## src/rtl/mos6502s_status_reg.sv

```systemverilog
// Processor status (P) register for the mos6502s core: ALU flag capture, flag instructions,
// PLP/RTI loads, interrupt-entry I-set, SO pin, and the one-instruction-delayed IRQ mask.
module mos6502s_status_reg #(
    parameter bit RESET_I   = 1'b1,
    parameter bit SO_ENABLE = 1'b1
) (
    input  logic       clk,
    input  logic       rst,
    input  logic       alu_n,
    input  logic       alu_z,
    input  logic       alu_c,
    input  logic       alu_v,
    input  logic       upd_nz,
    input  logic       upd_c,
    input  logic       upd_v,
    input  logic [2:0] flag_op,
    input  logic       load_p,
    input  logic [7:0] p_in,
    input  logic       set_i,
    input  logic       brk_push,
    input  logic       instr_done,
    input  logic       so_n,
    output logic [7:0] p_out,
    output logic [7:0] p_push,
    output logic       c_flag,
    output logic       d_flag,
    output logic       i_flag,
    output logic       irq_mask
);

    localparam logic [2:0] OpClc = 3'd1;
    localparam logic [2:0] OpSec = 3'd2;
    localparam logic [2:0] OpCli = 3'd3;
    localparam logic [2:0] OpSei = 3'd4;
    localparam logic [2:0] OpCld = 3'd5;
    localparam logic [2:0] OpSed = 3'd6;
    localparam logic [2:0] OpClv = 3'd7;

    logic n_q, v_q, d_q, i_q, z_q, c_q, irq_q, so_q;
    logic n_d, v_d, d_d, i_d, z_d, c_d, irq_d;
    logic so_edge;

    // Falling edge of the already-synchronised SO pin; a held-low pin fires only once.
    assign so_edge = SO_ENABLE && so_q && !so_n;

    always_comb begin
        n_d   = n_q;
        v_d   = v_q;
        d_d   = d_q;
        i_d   = i_q;
        z_d   = z_q;
        c_d   = c_q;
        irq_d = irq_q;

        if (load_p) begin
            n_d = p_in[7];
            z_d = p_in[1];
        end else if (upd_nz) begin
            n_d = alu_n;
            z_d = alu_z;
        end

        if (load_p)                c_d = p_in[0];
        else if (flag_op == OpClc) c_d = 1'b0;
        else if (flag_op == OpSec) c_d = 1'b1;
        else if (upd_c)            c_d = alu_c;

        if (load_p)                d_d = p_in[3];
        else if (flag_op == OpCld) d_d = 1'b0;
        else if (flag_op == OpSed) d_d = 1'b1;

        if (set_i)                 i_d = 1'b1;
        else if (load_p)           i_d = p_in[2];
        else if (flag_op == OpCli) i_d = 1'b0;
        else if (flag_op == OpSei) i_d = 1'b1;

        if (so_edge)               v_d = 1'b1;
        else if (load_p)           v_d = p_in[6];
        else if (flag_op == OpClv) v_d = 1'b0;
        else if (upd_v)            v_d = alu_v;

        // Boundary samples the pre-update I, so an I write landing on the boundary is seen late.
        if (set_i)           irq_d = 1'b1;
        else if (instr_done) irq_d = i_q;
    end

    always_ff @(posedge clk) begin
        if (rst) begin
            n_q   <= 1'b0;
            v_q   <= 1'b0;
            d_q   <= 1'b0;
            i_q   <= RESET_I;
            z_q   <= 1'b0;
            c_q   <= 1'b0;
            irq_q <= RESET_I;
            so_q  <= 1'b1;
        end else begin
            n_q   <= n_d;
            v_q   <= v_d;
            d_q   <= d_d;
            i_q   <= i_d;
            z_q   <= z_d;
            c_q   <= c_d;
            irq_q <= irq_d;
            so_q  <= so_n;
        end
    end

    assign p_out    = {n_q, v_q, 1'b1, 1'b1, d_q, i_q, z_q, c_q};
    assign p_push   = {n_q, v_q, 1'b1, brk_push, d_q, i_q, z_q, c_q};
    assign c_flag   = c_q;
    assign d_flag   = d_q;
    assign i_flag   = i_q;
    assign irq_mask = irq_q;

endmodule

```

## config.mk

```make
export PLATFORM = sky130hd
export DESIGN_NAME = mos6502s_status_reg
export DESIGN_NICKNAME = d
export VERILOG_FILES = /design/src/rtl/mos6502s_status_reg.sv
export SDC_FILE = /design/constraint.sdc
export NUM_CORES = 1
export LEC_CHECK = 0
export CORE_AREA = 5 5 52 54
export CTS_BUF_LIST = sky130_fd_sc_hd__clkbuf_4 sky130_fd_sc_hd__clkbuf_8
export DETAILED_ROUTE_END_ITERATION = 10
export DIE_AREA = 0 0 57 59
export DONT_BUFFER_PORTS = 1
export SLEW_MARGIN = 5
export SYNTH_ARGS = -nofsm -noshare
export SYNTH_HDL_FRONTEND = slang
export SYNTH_SLANG_ARGS = --single-unit
```

## constraint.sdc

```tcl
create_clock -name clk -period 1.4 [get_ports clk]
set_clock_uncertainty 0.2 [all_clocks]
set_input_delay 0.21 -clock clk [delete_from_list [all_inputs] [get_ports clk]]
set_output_delay 0.21 -clock clk [all_outputs]
set_load 0.02 [all_outputs]
```

==> impl_metrics.py, run 1 <==
metrics = {
    "setup_path": {
        "worst-path-max-fanout": 8,
        "critPathMaxStageDelay_ns": 0.73,
        "cp.depth": 3,
        "slowest_stage": "dlygate4sd3_1",
        "worstPathCellList": "dlygate4sd3_1, a21oi_1, a221oi_1",
        "cp.arrival_ns": 1.28,
        "cp.required_ns": 1.35,
        "endpoint_kind": "register",
        "critPathBufInv": 1,
        "cp-start-kind": "input pin",
        "cpLargestDelayFamily": "buffers and inverters",
        "critical_path_class": "input pin to register",
        "reg2reg_depth": 3,
    },
    "logic_synthesis": {
        "synthXorXnorAreaFrac_pct": 0,
        "synth-edff-count": 0,
        "yosys-mux-area-fraction_pct": 11.6,
        "synthArstFlopShare_pct": 0,
        "seq_area_frac_synth_pct": 31.6,
        "synth_top_family_by_area": "buffers and inverters",
        "avgSynthCellArea_um2": 8.31,
        "synth-main-ff-cell": "dfxtp_1",
        "yosysUniqueCellTypes": 21,
        "syn_inst": 61,
        "ys_seq_elements": 8,
        "yosysWarnings": 0,
        "synth_compound_area_share_pct": 16.3,
        "synth_area_um2": 507,
        "synth_fa_ha_area_share_pct": 0,
        "synthSimpleGateAreaFrac_pct": 12.8,
    },
    "drt": {
        "vias_per_cell": 4.39,
        "vias": 426,
        "drtPass1Iterations": 4,
        "drt-initial-drc-count": 5,
        "drtAntennaViolNets": 0,
        "wl_mm": 1.25,
        "drcViolationCount": 0,
        "drt-wirelength-per-cell_um": 12.8,
    },
    "die": {
        "core_mm2": 0.00217,
        "rows": 17,
        "dieArea_mm2": 0.00336,
        "die_w_um": 57,
        "start_util_pct": 23.4,
        "die_y_um": 59,
        "io_pins": 45,
    },
    "clocking": {
        "cts_buffer_depth": 2,
        "worstSkewPairLatency_ns": 0.25,
        "cts_tree": "yes",
        "clock_sinks": 8,
        "ctsHtreeMaxLevel": 1,
        "post_cts_buffers": 0,
        "root_buffer": "clkbuf_4",
        "cts_made_buffers": 3,
        "clk_pin_slew_ns": 0.05,
    },
    "sta": {
        "setup_violations": 0,
        "period_needed_ns": 1.32,
        "fmax_mhz": 755,
        "drv_slew": 0,
        "grt_setup_unrepaired": "no",
        "fin_crit_sh_pct": 94.6,
        "setup-tns-final_ns": 0,
        "hold_viol_final": 0,
    },
    "flow_run": {
        "maxCapViolations": 0,
    },
    "global_routing": {
        "grt_pass1_vias": 486,
        "grt_first_pass_wirelength_mm": 2.16,
        "grt_overflow": 0,
        "antenna_found_initial": 0,
        "grt_use_total_pct": 8.38,
        "grt_max_degree": 9,
    },
    "layout": {
        "drive_gt1_share_pct": 23.2,
        "n_fill_cell": 243,
        "area_growth_pct": 24.2,
        "final_cell_area_um2": 629,
        "diodes": 0,
        "nets": 96,
    },
    "placement": {
        "port_buffers": 0,
        "dp_hpwl_um": 964,
        "place_congestion": 0.690,
        "dpl-instance-area_um2": 477,
    },
    "min_path": {
        "holdPathStages": 3,
        "hp-class": "input pin to register",
    },
    "pwr": {
        "p_leak_nw": 0.269,
        "irDropWorstVdd_v": 0.000465,
        "power.density_mw_per_mm2": 911,
    },
    "outcome": {
        "status": "finished clean",
    },
}
[per-layer routing]
layer	vias up	wire length [um]	global-route usage, %
met4	0	23	3.31
met3	6	164	5.88
met1	190	457	7.78
met5	-	0	0
li1	207	-	-
met2	23	600	14.4
[final cells by class]
type	instances	area [um2]	share of cell area, %
Clock buffer	3	22.5	3.58
Inverter	3	11.3	1.79
Multi-Input combinational cell	35	218	34.6
Sequential cell	8	160	25.4
Tap cell	28	35.0	5.57
Timing Repair Buffer	20	183	29.0
[path summary, 6_finish.rpt]
| check | startpoint | to | slack [ns] |
|---|---|---|---|
| hold reg to reg | so_q | v_q | 0.30 |
| setup / recovery | load_p | c_flag | 0.08 |
| setup reg to reg | v_q | v_q | 0.17 |
| hold / removal | flag_op[2] | c_flag | 0.03 |
[metrics by stage]
stage	std cells	setup slack [ns]	total power [mW]	hold WS, ns	utilization [%]
6_report	97	0.0760	0.574	0.0348	29.0
5_1_grt	97	0.0128	0.620	0.0598	29.0
2_1_floorplan	63	0.172	0.388	0.0791	-
3_5_place_dp	81	0.159	0.371	0.0825	22.0
4_1_cts	97	0.0669	0.591	0.0283	29.0
3_3_place_gp	81	0.210	0.369	0.0813	22.0
[worst min-delay path: stages]
cell and delay [ns]:
nor2_1 0.02, o21ai_0 0.13, a221oi_1 0.07
[synthesized netlist by cell type (2+ instances only)]
library cell,instances,area [um2]
dfxtp_1,8,160
nand2_1,7,26.3
buf_4,16,120
mux2_2,3,33.8
a21oi_1,4,20.0
inv_1,3,11.3
nor2_1,4,15.0
a21boi_0,2,15.0
o221ai_1,2,17.5
[sequential cells by signal, indices dropped and copies added (netlist names)]
register and cells:
c_flag 1, d_flag 1, i_flag 1, irq_mask 1, n_q 1, so_q 1, v_q 1, z_q 1
[cells in the final DEF, fill, tap and decap left out]
master and n:
a21oi_1 4, nand3_1 1, conb_1 3, mux2_2 3
dlygate4sd3_1 13, or2_2 1, dfxtp_1 8, nand2b_1 1
o221ai_1 2, clkbuf_4 3, nor2b_1 1, a21boi_0 2
o21ai_0 1, nand2_1 7, nor2_1 4, mux2_4 1
a221oi_1 1, inv_1 2, inv_2 1, a31oi_1 1
mux2i_1 1, buf_4 7, a222oi_1 1
[kinds of logic after synthesis]
kind of cell,after synthesis
AOI/OAI and AO/OA,12
buffers and inverters,20
DFF,8
muxes,5
other,1
and+or+nand+nor,15
[power breakdown]
part           leakage [nW]  internal, mW  total [mW]  switching, mW
logic                 0.189        0.0692       0.153         0.0835
registers            0.0663         0.242       0.249        0.00688
clock network        0.0138        0.0979       0.172         0.0746
[repair_timing]
action	in CTS	in global routing
hold buffers	13	0
endpoints found under the hold margin	8	0
resized for setup	0	1
endpoints found under the setup margin	0	2
(Power assumes the default switching activity.)
==> run 2, diff against run 1 <==
Settings changed: ABC_AREA from default to 1, CORE_AREA 5 5 52 54 to 5 5 53 55, CTS_CLUSTER_DIAMETER from default to 60, DIE_AREA 0 0 57 59 to 0 0 58 60.
==> run 2 against run 1 <==
  * Total power increased by 2.0%
  * First-iteration DRC count increased to 5.4 times the previous value
  * Design area increased by 6.6%
  * Combinational power increased by 5%
  * Setup slack improved by 0.023 ns
  * Area after synthesis increased by 4.7%
  * Critical path depth increased by 1
  * Fmax increased by 1.8%
  * Sequential share of layout area decreased by 1.6 points
  * Non-clock buffer count increased by 1
  * Largest power group unchanged
  * Highest routed layer unchanged
==> impl_metrics.py, run 2 <==
metrics = {
    "sta": {
        "period_needed_ns": 1.30,
        "fmax_mhz": 769,
        "fin_crit_sh_pct": 92.9,
        "setup-tns-final_ns": 0,
        "setup_violations": 0,
        "drv_slew": 0,
        "hold_viol_final": 0,
        "hold-worst-slack_ns": 0.00761,
        "grt_setup_unrepaired": "no",
    },
    "pwr": {
        "p_total_mw": 0.585,
        "power.density_mw_per_mm2": 872,
        "p_leak_nw": 0.353,
        "irDropWorstVdd_v": 0.000533,
    },
    "setup_path": {
        "cp-start-kind": "input pin",
        "rr_startpoint": "v_q",
        "cp.arrival_ns": 1.24,
        "worst-path-max-fanout": 7,
        "critical_path_class": "input pin to register",
        "startpoint": "load_p",
        "endpoint_kind": "register",
        "cp.required_ns": 1.34,
    },
    "logic_synthesis": {
        "synth_area_leaders": "dfxtp_1, buf_4, nand2_1",
        "yosysTopAreaCell": "dfxtp_1",
        "synth-main-ff-cell": "dfxtp_1",
        "ys_top_cells_by_count": "nand2_1, buf_4, inv_1",
        "netlist.area_leader.share_pct": 30.2,
        "yosysUniqueCellTypes": 14,
        "syn_inst": 82,
        "ys_seq_elements": 8,
        "seq_area_frac_synth_pct": 30.2,
        "yosysWarnings": 0,
        "avgSynthCellArea_um2": 6.47,
        "synth_area_um2": 531,
        "synth-edff-count": 0,
        "synthArstFlopShare_pct": 0,
        "synth.most_common_cell": "nand2_1",
    },
    "layout": {
        "diodes": 0,
        "mostFrequentLayoutCells": "nand2_1, inv_1, dlygate4sd3_1, nand3_1, dfxtp_1",
        "multi_input_area_um2": 201,
        "area_growth_pct": 26.4,
        "drive_gt1_share_pct": 12.0,
        "layout_commonest_cell": "nand2_1",
        "n_fill_cell": 272,
        "post-route-util_pct": 28.6,
        "final-seq-area_um2": 160,
        "nets": 119,
    },
    "clocking": {
        "ctsHtreeMaxLevel": 1,
        "cts_made_buffers": 3,
        "post_cts_buffers": 0,
        "clk_pin_slew_ns": 0.05,
        "cts_buffer_depth": 2,
        "clock_sinks": 8,
        "root_buffer": "clkbuf_4",
        "worstSkewPairLatency_ns": 0.25,
        "cts_tree": "yes",
    },
    "drt": {
        "vias": 515,
        "vias_per_cell": 4.22,
        "wl_mm": 1.40,
        "drtPass1Iterations": 4,
        "drtAntennaViolNets": 0,
        "drt-wirelength-per-cell_um": 11.5,
        "drcViolationCount": 0,
        "drt-initial-drc-count": 27,
    },
    "global_routing": {
        "grt_first_pass_wirelength_mm": 2.01,
        "grt_use_total_pct": 7.65,
        "grt_overflow": 0,
        "grt_pass1_vias": 480,
        "antenna_found_initial": 0,
        "grt_max_degree": 8,
    },
    "die": {
        "core_mm2": 0.00234,
        "dieArea_mm2": 0.00348,
        "die_w_um": 58,
        "rows": 18,
        "start_util_pct": 22.6,
        "die_y_um": 60,
        "io_pins": 45,
    },
    "min_path": {
        "hp-start": "upd_nz",
        "hp-class": "input pin to register",
    },
    "outcome": {
        "status": "finished clean",
    },
    "placement": {
        "place_congestion": 0.750,
        "port_buffers": 0,
        "dp_hpwl_um": 987,
    },
    "flow_run": {
        "maxCapViolations": 0,
    },
}
[run 2: power by group]
part	internal, mW	switching [mW]	leakage (nW)
sequential	0.243	0.00827	0.0664
clock	0.0978	0.0749	0.0138
combinational	0.0648	0.0966	0.272
total	0.405	0.180	0.353
[run 2: per-stage QoR]
step | cell area (um2) | worst slack, ns | cells
6_report | 671 | 0.0990 | 122
3_5_place_dp | 508 | 0.410 | 105
5_1_grt | 671 | 0.0690 | 122
2_1_floorplan | 538 | 0.335 | 84
4_1_cts | 671 | 0.111 | 122
3_3_place_gp | 508 | 0.388 | 105
[run 2: cell families (layout without fill, tap and decap cells)]
group	count (synthesis)	count (layout)	synth area share, %
AOI/OAI and AO/OA	10	10	10.6
buffers and inverters	31	39	33.3
DFF	8	8	30.2
other	1	3	0.707
and+or+nand+nor	32	32	25.2
[run 2: final timing paths]
| path | end | slack, ns | cells after the start |
|---|---|---|---|
| max | d_flag | 0.1 | 4 |
| min reg2reg | i_flag | 0.29 | 2 |
| max reg2reg | v_q | 0.37 | 4 |
| min | z_q | 0.008 | 4 |
[run 2: critical path: stages]
cell           delay [ns]
dlygate4sd3_1        0.65
inv_2                0.10
o21ai_0              0.20
a21oi_1              0.06
[run 2: metal layers]
layer  GRT usage (%)  up-vias  part of all wire (%)
li1                -      256                     -
met5               0        -                     0
met3            3.02        8                   8.5
met4            4.30        0                   4.2
met1            7.49      224                    34
met2            13.7       27                    53
[run 2: layout make-up]
class	count	area share [%]
inverters	15	8.40
clock buffers	3	3.36
flip-flops and latches	8	23.9
well taps	30	5.60
repair buffers	21	28.7
multi-input cells	45	30.0
[run 2: timing repair]
action                                 CTS  global route
gates resized for setup                  0             0
endpoints found under the hold margin    8             0
hold buffers                            14             0
